## config.mk

```make
export PLATFORM = sky130hd
export DESIGN_NAME = pipe_hazard_ctrl
export DESIGN_NICKNAME = d
export VERILOG_FILES = /design/src/rtl/pipe_pkg.sv /design/src/rtl/pipe_sat_counter.sv /design/src/rtl/pipe_hazard_ctrl.sv
export SDC_FILE = /design/constraint.sdc
export NUM_CORES = 1
export LEC_CHECK = 0
export ABC_AREA = 0
export BUFFER_PORTS_ARGS = -buffer_cell sky130_fd_sc_hd__buf_4
export CAP_MARGIN = 10
export CORE_UTILIZATION = 40
export DETAILED_ROUTE_END_ITERATION = 10
export PLACE_DENSITY_LB_ADDON = 0.08
export SYNTH_ARGS = -nofsm -noshare
export SYNTH_HDL_FRONTEND = slang
export SYNTH_SLANG_ARGS = --single-unit
```

## constraint.sdc

```tcl
create_clock -name clk_i -period 6.15 [get_ports clk_i]
set_input_delay 0.3075 -clock clk_i [delete_from_list [all_inputs] [get_ports clk_i]]
set_output_delay 0.3075 -clock clk_i [all_outputs]
set_load 0.02 [all_outputs]
```

## src/rtl/pipe_pkg.sv

```systemverilog
// Shared types for the pipeline hazard sequencer: FSM encoding, register
// address width and the source/destination dependency test.
package pipe_pkg;

    localparam int REG_ADDR_W = 5;

    typedef enum logic [1:0] {
        ST_RUN       = 2'b00,
        ST_DMEM_WAIT = 2'b01,
        ST_MD_WAIT   = 2'b10
    } state_t;

    function automatic logic src_match(input logic [REG_ADDR_W-1:0] rs,
                                       input logic                  used,
                                       input logic [REG_ADDR_W-1:0] rd);
        return used && (rs == rd);
    endfunction

endpackage

```

## src/rtl/pipe_sat_counter.sv

```systemverilog
// Up-counter that sticks at all-ones; synchronous clear has priority over increment.
module pipe_sat_counter #(
    parameter int CNT_W = 32
) (
    input  logic             clk_i,
    input  logic             rst_i,
    input  logic             inc_i,
    input  logic             clr_i,
    output logic [CNT_W-1:0] cnt_o
);

    localparam logic [CNT_W-1:0] ONE = {{(CNT_W-1){1'b0}}, 1'b1};

    always_ff @(posedge clk_i) begin
        if (rst_i || clr_i) begin
            cnt_o <= '0;
        end else if (inc_i && (cnt_o != '1)) begin
            cnt_o <= cnt_o + ONE;
        end
    end

endmodule

```

## src/rtl/pipe_hazard_ctrl.sv

```systemverilog
// Pipeline sequencer: turns memory-wait, mul/div, mispredict and load-use hazards
// into per-stage stall/bubble controls, with a stall-cycle counter and DMEM timeout flag.
module pipe_hazard_ctrl
    import pipe_pkg::*;
#(
    parameter int CNT_W   = 32,
    parameter int TIMEOUT = 255
) (
    input  logic                  clk_i,
    input  logic                  rst_i,
    input  logic [REG_ADDR_W-1:0] D_rs1_i,
    input  logic [REG_ADDR_W-1:0] D_rs2_i,
    input  logic                  D_rs1_used_i,
    input  logic                  D_rs2_used_i,
    input  logic [REG_ADDR_W-1:0] E_rd_i,
    input  logic                  E_reg_wen_i,
    input  logic                  E_is_load_i,
    input  logic                  E_is_md_i,
    input  logic                  E_mispredict_i,
    input  logic                  md_done_i,
    input  logic                  M_mem_req_i,
    input  logic                  dmem_ready_i,
    output logic                  F_stall_o,
    output logic                  D_stall_o,
    output logic                  E_stall_o,
    output logic                  M_stall_o,
    output logic                  W_stall_o,
    output logic                  D_bubble_o,
    output logic                  E_bubble_o,
    output logic                  M_bubble_o,
    output logic                  W_bubble_o,
    output logic                  md_start_o,
    output logic [CNT_W-1:0]      stall_cnt_o,
    output logic                  timeout_o
);

    // One spare count above TIMEOUT so the saturated value never aliases the limit.
    localparam int                WAIT_W      = $clog2(TIMEOUT + 2);
    localparam logic [WAIT_W-1:0] TIMEOUT_CNT = WAIT_W'(TIMEOUT);

    // state        | meaning
    // ST_RUN       | pipeline flowing; hazards resolved combinationally
    // ST_DMEM_WAIT | M stage blocked on data memory
    // ST_MD_WAIT   | E stage holding a launched mul/div until its result
    state_t state_q, state_d;
    logic   done_pend_q, done_pend_d;
    logic   timeout_q;
    logic   mem_hold, md_launch, md_hold, load_use;
    logic   wait_clr, wait_inc;
    logic [WAIT_W-1:0] wait_cnt;

    assign mem_hold  = M_mem_req_i & ~dmem_ready_i;
    assign md_launch = (state_q == ST_RUN) & E_is_md_i;
    assign md_hold   = md_launch
                     | ((state_q == ST_MD_WAIT) & ~md_done_i & ~done_pend_q);
    assign load_use  = E_is_load_i & E_reg_wen_i & (E_rd_i != '0)
                     & (src_match(D_rs1_i, D_rs1_used_i, E_rd_i)
                      | src_match(D_rs2_i, D_rs2_used_i, E_rd_i));

    always_comb begin
        state_d     = state_q;
        done_pend_d = done_pend_q;
        case (state_q)
            ST_RUN: begin
                if (mem_hold) begin
                    state_d = ST_DMEM_WAIT;
                end else if (E_is_md_i) begin
                    state_d = ST_MD_WAIT;
                end
            end
            ST_DMEM_WAIT: begin
                if (dmem_ready_i) begin
                    state_d = ST_RUN;
                end
            end
            ST_MD_WAIT: begin
                // A result that lands under a memory hold is remembered, not lost.
                if ((md_done_i | done_pend_q) & ~mem_hold) begin
                    state_d     = ST_RUN;
                    done_pend_d = 1'b0;
                end else if (md_done_i) begin
                    done_pend_d = 1'b1;
                end
            end
            default: begin
                state_d     = ST_RUN;
                done_pend_d = 1'b0;
            end
        endcase
    end

    always_comb begin
        F_stall_o  = 1'b0;
        D_stall_o  = 1'b0;
        E_stall_o  = 1'b0;
        M_stall_o  = 1'b0;
        W_stall_o  = 1'b0;
        D_bubble_o = 1'b0;
        E_bubble_o = 1'b0;
        M_bubble_o = 1'b0;
        W_bubble_o = 1'b0;
        md_start_o = 1'b0;
        if (rst_i) begin
            D_bubble_o = 1'b1;
            E_bubble_o = 1'b1;
            M_bubble_o = 1'b1;
            W_bubble_o = 1'b1;
        end else if (mem_hold) begin
            F_stall_o  = 1'b1;
            D_stall_o  = 1'b1;
            E_stall_o  = 1'b1;
            M_stall_o  = 1'b1;
            W_bubble_o = 1'b1;
        end else if (md_hold) begin
            F_stall_o  = 1'b1;
            D_stall_o  = 1'b1;
            E_stall_o  = 1'b1;
            M_bubble_o = 1'b1;
            md_start_o = md_launch;
        end else if (E_mispredict_i) begin
            D_bubble_o = 1'b1;
            E_bubble_o = 1'b1;
        end else if (load_use) begin
            F_stall_o  = 1'b1;
            D_stall_o  = 1'b1;
            E_bubble_o = 1'b1;
        end
    end

    always_ff @(posedge clk_i) begin
        if (rst_i) begin
            state_q     <= ST_RUN;
            done_pend_q <= 1'b0;
            timeout_q   <= 1'b0;
        end else begin
            state_q     <= state_d;
            done_pend_q <= done_pend_d;
            if ((state_q == ST_DMEM_WAIT) && (wait_cnt == TIMEOUT_CNT) && !dmem_ready_i) begin
                timeout_q <= 1'b1;
            end
        end
    end

    assign timeout_o = timeout_q;
    assign wait_clr  = (state_q == ST_RUN) & mem_hold;
    assign wait_inc  = (state_q == ST_DMEM_WAIT);

    pipe_sat_counter #(.CNT_W(CNT_W)) u_stall_cnt (
        .clk_i (clk_i),
        .rst_i (rst_i),
        .inc_i (F_stall_o),
        .clr_i (1'b0),
        .cnt_o (stall_cnt_o)
    );

    pipe_sat_counter #(.CNT_W(WAIT_W)) u_wait_cnt (
        .clk_i (clk_i),
        .rst_i (rst_i),
        .inc_i (wait_inc),
        .clr_i (wait_clr),
        .cnt_o (wait_cnt)
    );

endmodule

```

## Word-level counts from Yosys, hierarchy flattened

Index checks and enable logic that the tools add are counted.

| operators by class | value |
|---|---|
| bitwise operators | 17 |
| reductions and logical operators | 13 |
| add/sub/neg operators | 2 |
| muxes and demuxes | 32 |
| equality and inequality tests | 11 |

Operators with widths:

| operator | number |
|---|---|
| adder 32 x 1 -> 32 bit (second input constant) | 1 |
| inequality test 32 bit (second input constant) | 1 |
| two-way mux 1 bit | 26 |
| == test 5 bit | 2 |
| adder 9 x 1 -> 9 bit (second input constant) | 1 |
| bitwise AND 1 bit | 9 |
| == test 9 x 8 -> 1 bit (second input constant) | 1 |
| inequality test 9 bit (second input constant) | 1 |
| two-way mux 2 bit | 4 |
| logical AND 1 bit | 6 |
| case mux 2 bit (3 select lines) | 1 |
| NOT 1 bit | 5 |
| nonzero test 5 bit | 1 |
| inequality test 3 x 2 -> 1 bit (second input constant) | 1 |
| inequality test 3 bit (second input constant) | 1 |
| bitwise OR 1 bit | 3 |
| AND reduction 3 bit | 1 |
| == test 2 x 1 -> 1 bit (second input constant) | 1 |
| == test 2 bit (second input constant) | 1 |
| zero test 2 bit | 1 |
| inequality test 2 x 1 -> 1 bit (second input constant) | 1 |
| inequality test 2 bit (second input constant) | 1 |
| case mux 1 bit (2 select lines) | 1 |
| AND reduction 2 bit | 1 |
| 3 further kinds | 3 |

| storage, ports and cells | value |
|---|---|
| word-level logic and storage cells | 80 |
| input bits | 26 |
| flip-flop bits (word level) | 45 |
| output and inout port bits | 43 |

## Depth between registers and ports, before layout

Gate-level depths: netlist (run 1).

| depth | value |
|---|---|
| depth after elaboration | 10 |
| mapped depth | 9 |
| mapped depth without buffers | 8 |

## Cells and area by module

A second synthesis (run 1) with hierarchy kept.

| second synthesis, totals | value |
|---|---|
| cells, all modules | 297 |
| area total of the unflattened synthesis | 2580.0 µm² |

Modules (own cells, without submodules):

| module | cells an instance | instances | sequential area each (µm²) | area an instance (µm²) |
|---|---|---|---|---|
| pipe_sat_counter at u_stall_cnt | 189 | 1 | 640.6 | 1681.6 |
| pipe_hazard_ctrl | 61 | 1 | 80.1 | 467.9 |
| pipe_sat_counter at u_wait_cnt | 47 | 1 | 180.2 | 430.4 |

## Worst setup path after synthesis (run 1)

Ideal clock, no wire load.

| timing | value |
|---|---|
| kind | register -> register |
| start | register state_q[1] |
| end | register u_stall_cnt.cnt_o[9] |
| setup slack | 3.867 ns |
| arrival time | 2.162 ns |
| setup time | 0.121 ns |
| required time | 6.029 ns |
| period minus slack after synthesis | 2.283 ns |
| path buffers | 2 |
| stages on the path, launching flop included | 9 |
| cells stage by stage | dfxtp_1 buf_4 or3b_1 a21o_1 a21oi_4 o211ai_4 buf_6 nor4_1 mux2_2 |

| between the ends | value |
|---|---|
| longest elaborated chain between the ends | 8 |
| elaborated cells on any way between the ends | 10 |
| classes of those cells | eq/ne: 1; mux: 3; bitwise: 4; reduce/logical: 2 |

Ends and longest elaborated chain:

| element | RTL line | source |
|---|---|---|
| start: declaration | pipe_hazard_ctrl.sv:45 | `state_t state_q, state_d;` |
| start signal: assignment | pipe_hazard_ctrl.sv:136 | `state_q <= state_d;` |
| == test 2 bit | pipe_hazard_ctrl.sv:55 | `\| ((state_q == ST_MD_WAIT) & ~md_done_i & ~done_pend_q);` |
| bitwise AND 1 bit (2 in series) | pipe_hazard_ctrl.sv:55 |  |
| bitwise OR 1 bit (*) | pipe_hazard_ctrl.sv:55 |  |
| two-way mux 1 bit (*) | pipe_hazard_ctrl.sv:114 | `end else if (md_hold) begin` |
| two-way mux 1 bit (*) | pipe_hazard_ctrl.sv:108 | `end else if (mem_hold) begin` |
| two-way mux 1 bit (*) | pipe_hazard_ctrl.sv:103 | `if (rst_i) begin` |
| logical AND 1 bit (*) | pipe_sat_counter.sv:17 | `end else if (inc_i && (cnt_o != '1)) begin` |
| end signal: assignment | pipe_sat_counter.sv:18 | `cnt_o <= cnt_o + ONE;` |
| end: declaration | pipe_sat_counter.sv:9 | `output logic [CNT_W-1:0] cnt_o` |

Mark *: on every way between the ends. The rest lies on a longest branch, timed or not.
A chain may end at the register's enable or synchronous reset.

## Final worst setup path (run 1)

| timing | value |
|---|---|
| start | register state_q[1] |
| end | register u_stall_cnt.cnt_o[15] |

Same word-level chain as after synthesis.

==> results of run 1 <==
## per-layer routing
layer  vias up  wire length, um  global-route usage [%]
met5         -                0                       0
met4         0               61                    6.25
met3         5              301                    4.49
met2        46             2890                    31.6
met1      1147             2860                    25.9
li1       1248                -                       -
## cell usage after synthesis, types with 2 or more instances
library cell,instances
mux2i_1,4
a21oi_1,24
buf_4,3
nand4_1,12
mux2_2,5
clkbuf_1,7
nor4_1,4
o211ai_1,4
o31ai_1,14
nand2b_1,2
nand2_1,23
o41ai_1,4
or3_1,7
nor2b_1,5
nor3_1,9
a21o_1,2
dfxtp_1,45
nor2_1,26
nand3_1,17
and4_1,2
buf_2,2
o311ai_0,3
buf_6,2
o21ai_0,10
xnor2_1,11
or4_1,13
inv_1,8
ha_1,4
nand4b_1,2
xor2_1,5
and3_1,4
## stage by stage
stage	setup WS (ns)	hold WS (ns)	power, uW	instances	area [um2]
detailed placement	3.49	0.471	378	429	3030
CTS	3.48	0.268	561	437	3110
global route	3.24	0.300	580	437	3110
floorplan	3.87	0.454	351	302	2510
global placement	3.59	0.468	377	429	3030
finish	3.51	0.272	553	437	3110
## cell type report
class / count / area [um2] / share of cell area [%]
Sequential cell: 45 / 901 / 29.0
Clock inverter: 1 / 7.51 / 0.241
Tap cell: 75 / 93.8 / 3.02
Timing Repair Buffer: 67 / 503 / 16.2
Clock buffer: 7 / 76.3 / 2.45
Multi-Input combinational cell: 233 / 1490 / 48.0
Inverter: 9 / 33.8 / 1.09
## kinds of logic after synthesis
| family | after synthesis |
|---|---|
| and+or+nand+nor | 132 |
| buffers and inverters | 24 |
| adders and majority gates | 4 |
| xor gates and xnor gates | 16 |
| muxes | 9 |
| AOI/OAI and AO/OA | 71 |
| other | 1 |
| DFF | 45 |
## where the power goes
group / switching [uW] / internal, uW
logic: 41.2 / 31.4
clock network: 102 / 80.6
registers: 3.71 / 294
## registers in the layout (all words and copies together), names as in the netlist
register and count:
done_pend_q 1, state_q 2, timeout_o 1, u_stall_cnt.cnt_o 32, u_wait_cnt.cnt_o 9
## worst min path at each step
stage,slack [ns],to
after floorplan,0.45,u_wait_cnt.cnt_o[5]$_SDFFE_PP0P_
after global placement,0.47,timeout_o$_SDFFE_PP0P_
after detailed placement,0.47,timeout_o$_SDFFE_PP0P_
after CTS,0.27,state_q[0]$_SDFFE_PP0P_
after global routing,0.30,state_q[0]$_SDFFE_PP0P_
final,0.27,state_q[0]$_SDFFE_PP0P_
## worst reg2reg max path, cell delays in order, from the launching register on
cell and delay, ns:
dfxtp_1 0.48, or3b_1 0.40, a21o_1 0.21, a21oi_4 0.25, o211ai_4 0.37, nor4b_1 0.46
mux2_2 0.37
==> out/qor.yml, run 1 <==
final_layout:
  syn2layout_area_growth_pct: 23.7
  layout_common_cells: "buf_4 (67), dfxtp_1 (45), nor2_1 (26)"
  diodes: 0
  fin_util_pct: 51.9
  drive_above_1_share_pct: 23.2
  nFillCells: 605
  fin_nets: 391
  final_common_cell: "buf_4"
logic_synthesis:
  synth_fa_ha_area_share_pct: 1.99
  synth_top_family_by_area: "simple AND/OR/NAND/NOR gates"
  ys_top_cells_by_area: "dfxtp_1 (36%), a21oi_1 (4.8%), o31ai_1 (4.2%)"
  syn_avg_cell_area_um2: 8.32
  synth_edf_count: 0
  yosysTopAreaCellShare_pct: 35.8
  synth_compound_area_share_pct: 19.3
  netlist_area_um2: 2510
  synth-simple-area-share_pct: 28.6
  synth_mux_area_share_pct: 3.83
  synth.largest_area_cell: "dfxtp_1"
  synthesis.nets: 332
  yosysSeqAreaShare_pct: 35.8
  netlist-cell-type-count: 50
  yosys_warnings: 0
  async_flop_share_pct: 0
  netlist_instances: 302
  synth_seq_cells: 45
  ys.flop_type: "dfxtp_1"
  synth_xor_area_share_pct: 5.57
detailed_routing:
  wl_per_cell_um: 14.0
  dr.pass1.iters: 4
  ant_nets: 0
  dr_total_vias: 2446
  drt_iter0_drc: 136
  drt_wl_total_um: 6110
  drc: 0
  viasPerCell: 5.60
worst_setup_path:
  cpLargestDelayFamily: "simple AND/OR/NAND/NOR gates"
  critPathBufInv: 0
  r2r-start: "state_q[1]$_SDFFE_PP0P_"
  crit_path_max_fanout: 46
  rr_worst_depth: 6
  start_kind: "flop"
  regToRegEndpoint: "u_stall_cnt.cnt_o[15]$_SDFFE_PP0P_"
  crit_chain: "or3b_1 > a21o_1 > a21oi_4 > o211ai_4 > nor4b_1 > mux2_2"
  cp_slowest_cell: "dfxtp_1"
  worst_ep_arrival_time_ns: 2.82
  cp-endpoint: "u_stall_cnt.cnt_o[15]$_SDFFE_PP0P_"
  r2r_slack_ns: 3.51
  critPathMaxStageDelay_ns: 0.48
  critPathLaunch: "state_q[1]$_SDFFE_PP0P_"
  cp.depth: 6
  endpoint_kind: "flop"
  cp_data_required_time_ns: 6.33
  path_class: "flop to flop"
die:
  die_area_um2: 6600
  fp.dieH_um: 81.3
  ioPinCount: 69
  initial_core_util_pct: 42.0
  num_rows: 28
  coreArea_um2: 5990
  die_x_um: 81.3
clock_tree:
  post_cts_buffers: 0
  post_cts_resized: 0
  numCtsBuffers: 5
  ctsRootBufferMaster: "clkbuf_8"
  clock_path_buffers: 2
  htree_levels: 2
  cts_sinks: 45
  clk_pin_slew_ns: 0.08
  clk_latency_ns: 0.30
  cts_tree: "yes"
  holdBufCountCts: 0
timing:
  hold_viol: 0
  period_needed_ns: 2.64
  slew_headroom_pct: 26.7
  finalClockSkew_ns: 0.0133
  max_slew.worst_pin.slew_ns: 1.09
  rsz0062_at_grt: "no"
  max_freq_mhz: 379
  post-route-period-util_pct: 42.8
  fin_setup_tns_ns: 0
  final-setup-viol-count: 0
  slew_viol_final: 0
min_path:
  hp-start: "M_mem_req_i"
  hold_depth: 3
  worst_hold_path_type: "primary input to flop"
job:
  max_cap_viol_count: 0
global_route:
  grt_pass1_vias: 2226
  grt_pass1_wl_um: 10200
  grt.overflow.total: 0
  grt_max_degree: 47
  antenna_found_initial: 0
  grt_usage_pct: 19.7
placement:
  dp_hpwl_um: 4350
  io_buffers: 67
  finalWeightedCongestion: 0.750
power:
  p_leak_uw: 0.00111
  power.density_nw_per_um2: 178
  irDropWorstVdd_mv: 0.0885
run_status:
  status: "finished, final reports clean"
No activity file was read; power rests on OpenSTA's default activity.
==> inputs of run 2 (changes only) <==
==> constraint.sdc (replaced) <==
create_clock -name clk_i -period 2.55 [get_ports clk_i]
set_input_delay 0.1275 -clock clk_i [delete_from_list [all_inputs] [get_ports clk_i]]
set_output_delay 0.1275 -clock clk_i [all_outputs]
set_load 0.02 [all_outputs]
==> out/qor.yml, run 2 (synthesis results as in run 1) <==
global_route:
  grt_usage_pct: 19.5  # -0.13 points
  grt.overflow.total: 0  # unchanged
  grt_pass1_wl_um: 10100  # -0.82%
  grt_max_degree: 32  # -32%
  grt_pass1_vias: 2161  # -2.9%
  antenna_found_initial: 0  # unchanged
die:
  die_area_um2: 6600  # unchanged
  coreArea_um2: 5990  # unchanged
  initial_core_util_pct: 42.0  # unchanged
  die_x_um: 81.3  # unchanged
  fp.dieH_um: 81.3  # unchanged
  ioPinCount: 69  # unchanged
  num_rows: 28  # unchanged
detailed_routing:
  drt_wl_total_um: 6260  # +2.5%
  ant_nets: 0  # unchanged
  dr_total_vias: 2490  # +1.8%
  viasPerCell: 5.53  # -1.1%
  drt_iter0_drc: 133  # -2.2%
  dr.pass1.iters: 4  # unchanged
  wl_per_cell_um: 13.9  # -0.44%
  drc: 0  # unchanged
clock_tree:
  clk_latency_ns: 0.29  # about the same
  post_cts_resized: 0  # unchanged
  cts_tree: "yes"
  post_cts_buffers: 0  # unchanged
  ctsRootBufferMaster: "clkbuf_8"
  clock_path_buffers: 2  # unchanged
  cts_sinks: 45  # unchanged
  numCtsBuffers: 5  # unchanged
  holdBufCountCts: 0  # unchanged
  htree_levels: 2  # unchanged
  clk_pin_slew_ns: 0.09  # about the same
timing:
  post-route-period-util_pct: 91.3  # +49 points
  slew_viol_final: 0  # unchanged
  final-setup-viol-count: 0  # unchanged
  rsz0062_at_grt: "no"
  max_freq_mhz: 429  # +13%
  period_needed_ns: 2.33  # -0.306 ns
  hold_slack_ns: 0.140  # -0.132 ns
  fin_setup_tns_ns: 0  # unchanged
  finalClockSkew_ns: 0.0122  # -0.00112 ns
  max_slew.worst_pin.slew_ns: 1.06  # -0.0322 ns
  hold_viol: 0  # unchanged
  slew_headroom_pct: 28.8  # +2.2 points
final_layout:
  largest_reg_flops: 32  # unchanged
  layout_common_cells: "buf_4 (79), dfxtp_1 (45), nor2_1 (26)"
  syn2layout_area_growth_pct: 29.1
  diodes: 0  # unchanged
  reg_top3: "u_stall_cnt.cnt_o (32), u_wait_cnt.cnt_o (9), state_q (2)"
  fin_nets: 404  # +3.3%
  drive_above_1_share_pct: 26.1  # +2.9 points
  top_register: "u_stall_cnt.cnt_o"
  final_common_cell: "buf_4"
min_path:
  hp-start: "dmem_ready_i"
  hold_depth: 4  # +1
  min_to: "state_q[0]$_SDFFE_PP0P_"
  worst_hold_path_type: "primary input to flop"
worst_setup_path:
  worst_ep_arrival_time_ns: 2.55  # -0.27 ns
  regToRegEndpoint: "u_stall_cnt.cnt_o[25]$_SDFFE_PP0P_"
  endpoint_kind: "flop"
  r2r-start: "u_stall_cnt.cnt_o[3]$_SDFFE_PP0P_"
  r2r_slack_ns: 0.22  # -3.29 ns
  rr_worst_depth: 7  # +1
  cp_slowest_cell: "or4_1"
  crit_path_max_fanout: 9  # -80%
  start_kind: "flop"
  cp_data_required_time_ns: 2.77  # -3.56 ns
  critPathMaxStageDelay_ns: 0.49  # about the same
  critPathLaunch: "u_stall_cnt.cnt_o[3]$_SDFFE_PP0P_"
  path_class: "flop to flop"
  crit_chain: "nand4_1 > buf_4 > or2_2 > nor2_1 > nand3_1 > or4_1 > a21oi_1"
power:
  power.density_nw_per_um2: 452  # +150%
  irDropWorstVdd_mv: 0.198  # +120%
  p_leak_uw: 0.00119  # +7.2%
job:
  max_cap_viol_count: 0  # unchanged
placement:
  dp_hpwl_um: 4500  # +3.6%
  io_buffers: 67  # unchanged
  finalWeightedCongestion: 0.759  # +1.2%
run_status:
  status: "finished, final reports clean"
[run 2: cell count changes in the layout (fill, tap and decap cells not counted), sizes merged]
cell and delta:
buf +12, clkinvlp -1, bufinv +1, o211ai +1
[run 2: worst max-delay path: cells and delay by family, from the launching register on]
family,cells,cell delay [ns]
simple gates,5,1.45
flops,1,0.43
buf+inv,1,0.20
compound gates,1,0.19
[run 2: how the worst max path moves through the flow]
stage                                                    end  depth (start not counted)
after floorplan            u_stall_cnt.cnt_o[9]$_SDFFE_PP0P_                          8
after global placement    u_stall_cnt.cnt_o[23]$_SDFFE_PP0P_                          7
after detailed placement  u_stall_cnt.cnt_o[23]$_SDFFE_PP0P_                          7
after CTS                 u_stall_cnt.cnt_o[23]$_SDFFE_PP0P_                          7
after global routing      u_stall_cnt.cnt_o[25]$_SDFFE_PP0P_                          7
final                     u_stall_cnt.cnt_o[25]$_SDFFE_PP0P_                          7
[run 2: layer usage]
metal,vias up,part of all wire (%),global-route usage (%)
met5,-,0,0
met4,0,0.81,5.36
met2,53,47,31.2
li1,1280,-,-
met1,1152,47,26.2
met3,5,5.1,4.49
[run 2: where the power goes]
group | internal, uW | switching (uW)
Sequential | 709 | 5.04
Clock | 320 | 238
Combinational | 84.3 | 109
Total | 1110 | 353
[run 2: area by class of cell]
class	instances	area [um2]
flip-flops and latches	45	901
well taps	75	93.8
multi-input cells	234	1510
repair buffers	79	593
inverters	9	33.8
clock inverters	1	30.0
fillers	575	2750
clock buffers	7	86.3
[run 2: metrics by stage]
stage | total power (uW) | instances | cell area [um2] | setup WS [ns] | utilization [%]
finish | 1470 | 450 | 3240 | 0.221 | 54.2
detailed placement | 920 | 441 | 3120 | 0.141 | 52.0
CTS | 1480 | 449 | 3230 | 0.125 | 53.9
floorplan | 846 | 302 | 2510 | 0.267 | -
global placement | 918 | 441 | 3120 | 0.162 | 52.0
global route | 1530 | 450 | 3240 | 0.00871 | 54.2
==> inputs of run 3 (changes only) <==
--- a/config.mk
+++ b/config.mk
@@ -11,6 +11,7 @@
 export CORE_UTILIZATION = 40
 export DETAILED_ROUTE_END_ITERATION = 10
 export PLACE_DENSITY_LB_ADDON = 0.08
+export SETUP_SLACK_MARGIN = 0.5
 export SYNTH_ARGS = -nofsm -noshare
 export SYNTH_HDL_FRONTEND = slang
 export SYNTH_SLANG_ARGS = --single-unit
==> constraint.sdc (replaced) <==
create_clock -name clk_i -period 2.55 [get_ports clk_i]
set_input_delay 0 -clock clk_i [delete_from_list [all_inputs] [get_ports clk_i]]
set_output_delay 0 -clock clk_i [all_outputs]
set_load 0.02 [all_outputs]
==> out/qor.yml, run 3 (synthesis results as in run 1) <==
detailed_routing:
  wl_per_cell_um: 14.9  # +7.0%
  dr.pass1.iters: 4  # unchanged
  drc: 0  # unchanged
  dr_total_vias: 2662  # +6.9%
  drt_iter0_drc: 144  # +8.3%
  ant_nets: 0  # unchanged
  viasPerCell: 5.64  # +1.9%
  drt_wl_total_um: 7030  # +12%
final_layout:
  syn2layout_area_growth_pct: 44.1
  reg_top3: "u_stall_cnt.cnt_o (32), u_wait_cnt.cnt_o (9), state_q (2)"
  top_register: "u_stall_cnt.cnt_o"
  layout_common_cells: "buf_4 (88), dfxtp_1 (26), nor2_1 (25)"
  final_area_um2: 3620  # +12%
  diodes: 0  # unchanged
  final_common_cell: "buf_4"
  largest_reg_flops: 32  # unchanged
  drive_above_1_share_pct: 40.6  # +14 points
  fin_nets: 426  # +5.4%
clock_tree:
  cts_tree: "yes"
  ctsRootBufferMaster: "clkbuf_8"
  htree_levels: 2  # unchanged
  cts_sinks: 45  # unchanged
  numCtsBuffers: 5  # unchanged
  clk_latency_ns: 0.31  # +0.02 ns
  clk_pin_slew_ns: 0.09  # about the same
  clock_path_buffers: 2  # unchanged
timing:
  max_freq_mhz: 463  # +7.9%
  hold_viol: 0  # unchanged
  fin_setup_tns_ns: 0  # unchanged
  max_slew.worst_pin.slew_ns: 1.08  # +0.0255 ns
  post-route-period-util_pct: 84.7  # -6.7 points
  hold_slack_ns: 0.0458  # -0.0939 ns
  rsz0062_at_grt: "yes"
  period_needed_ns: 2.16  # -0.170 ns
  finalClockSkew_ns: 0.00907  # -0.00309 ns
  slew_viol_final: 0  # unchanged
  final-setup-viol-count: 0  # unchanged
  slew_headroom_pct: 27.1  # -1.7 points
global_route:
  antenna_found_initial: 0  # unchanged
  grt.overflow.total: 0  # unchanged
  grt_pass1_wl_um: 10900  # +7.8%
  grt_pass1_vias: 2371  # +9.7%
  grt_max_degree: 34  # +6.3%
  grt_usage_pct: 21.0  # +1.4 points
die:
  initial_core_util_pct: 42.0  # unchanged
  coreArea_um2: 5990  # unchanged
  num_rows: 28  # unchanged
  die_x_um: 81.3  # unchanged
  fp.dieH_um: 81.3  # unchanged
  die_area_um2: 6600  # unchanged
  ioPinCount: 69  # unchanged
min_path:
  worst_hold_path_type: "primary input to flop"
  min_to: "done_pend_q$_SDFFE_PP0P_"
  hp-start: "md_done_i"
  hold_depth: 3  # -1
worst_setup_path:
  path_class: "flop to flop"
  cp_data_required_time_ns: 2.74  # -0.03 ns
  crit_path_max_fanout: 8  # -1
  start_kind: "flop"
  endpoint_kind: "flop"
  rr_worst_depth: 7  # unchanged
  r2r-start: "state_q[1]$_SDFFE_PP0P_"
  r2r_slack_ns: 0.39  # +0.17 ns
  regToRegEndpoint: "u_stall_cnt.cnt_o[13]$_SDFFE_PP0P_"
  worst_ep_arrival_time_ns: 2.35  # -0.20 ns
power:
  p_leak_uw: 0.00135  # +13%
  irDropWorstVdd_mv: 0.274  # +39%
  power.density_nw_per_um2: 393  # -13%
placement:
  io_buffers: 67  # unchanged
  finalWeightedCongestion: 0.750  # -1.2%
  post_dp_cell_area_um2: 3140  # +0.68%
  dp_hpwl_um: 4600  # +2.2%
job:
  max_cap_viol_count: 0  # unchanged
run_status:
  status: "finished, final reports clean"
[run 3: cell count changes in the layout (fill, tap and decap cells not counted), moves of 4 or more]
cell / before / now
dfxtp_2: 0 / 15
dfxtp_4: 0 / 4
buf_6: 0 / 8
dfxtp_1: 45 / 26
buf_4: 79 / 88
[run 3: critical path, cell delays in order (launching register included)]
cell and delay, ns:
dfxtp_4 0.35, or3b_1 0.36, a21o_1 0.21, a21oi_4 0.24
o211ai_4 0.19, buf_4 0.21, nor4_2 0.14, mux2_2 0.36
[run 3: worst max-delay path by stage]
stage,start,to,depth (start not counted)
2_1_floorplan,state_q[1]$_SDFFE_PP0P_,u_stall_cnt.cnt_o[9]$_SDFFE_PP0P_,8
3_3_place_gp,state_q[1]$_SDFFE_PP0P_,u_stall_cnt.cnt_o[12]$_SDFFE_PP0P_,7
3_5_place_dp,state_q[1]$_SDFFE_PP0P_,u_stall_cnt.cnt_o[12]$_SDFFE_PP0P_,7
4_1_cts,state_q[1]$_SDFFE_PP0P_,u_stall_cnt.cnt_o[15]$_SDFFE_PP0P_,6
5_1_grt,state_q[1]$_SDFFE_PP0P_,u_stall_cnt.cnt_o[17]$_SDFFE_PP0P_,7
6_report,state_q[1]$_SDFFE_PP0P_,u_stall_cnt.cnt_o[13]$_SDFFE_PP0P_,7
[run 3: layout make-up]
cell class,instances,area (um2)
clock buffers,5,68.8
multi-input cells,235,1670
flip-flops and latches,45,935
clock inverters,3,26.3
well taps,75,93.8
fillers,559,2370
inverters,9,33.8
repair buffers,100,791
[run 3: what timing repair did]
item,4_1_cts,5_1_grt
hold buffers,2,0
endpoints found under the setup margin,31,36
pin swaps,20,19
cloned,3,0
hold endpoints to repair,4,0
gates resized for setup,23,30
setup buffers,7,14
[run 3: per-stage QoR]
| stage | cells | utilization (%) | power (uW) | setup WS (ns) |
|---|---|---|---|---|
| floorplan | 302 | - | 846 | 0.343 |
| global placement | 438 | 52.4 | 917 | 0.258 |
| detailed placement | 438 | 52.4 | 919 | 0.221 |
| CTS | 458 | 57.3 | 1420 | 0.380 |
| global route | 472 | 60.4 | 1490 | 0.312 |
| finish | 472 | 60.4 | 1420 | 0.391 |
[run 3: where the power goes]
part	total, uW	internal, uW	leakage [uW]	switching (uW)
sequential	713	706	0.000374	6.56
combinational	240	114	0.000931	126
clock	471	200	0.0000487	271
total	1420	1020	0.00135	403
[run 3: layer usage]
| metal | GRT usage (%) | up-vias | wire, um |
|---|---|---|---|
| met4 | 5.36 | 0 | 85 |
| met3 | 5.06 | 8 | 315 |
| met1 | 26.2 | 1258 | 3170 |
| li1 | - | 1331 | - |
| met5 | 0 | - | 0 |
| met2 | 35.7 | 65 | 3460 |
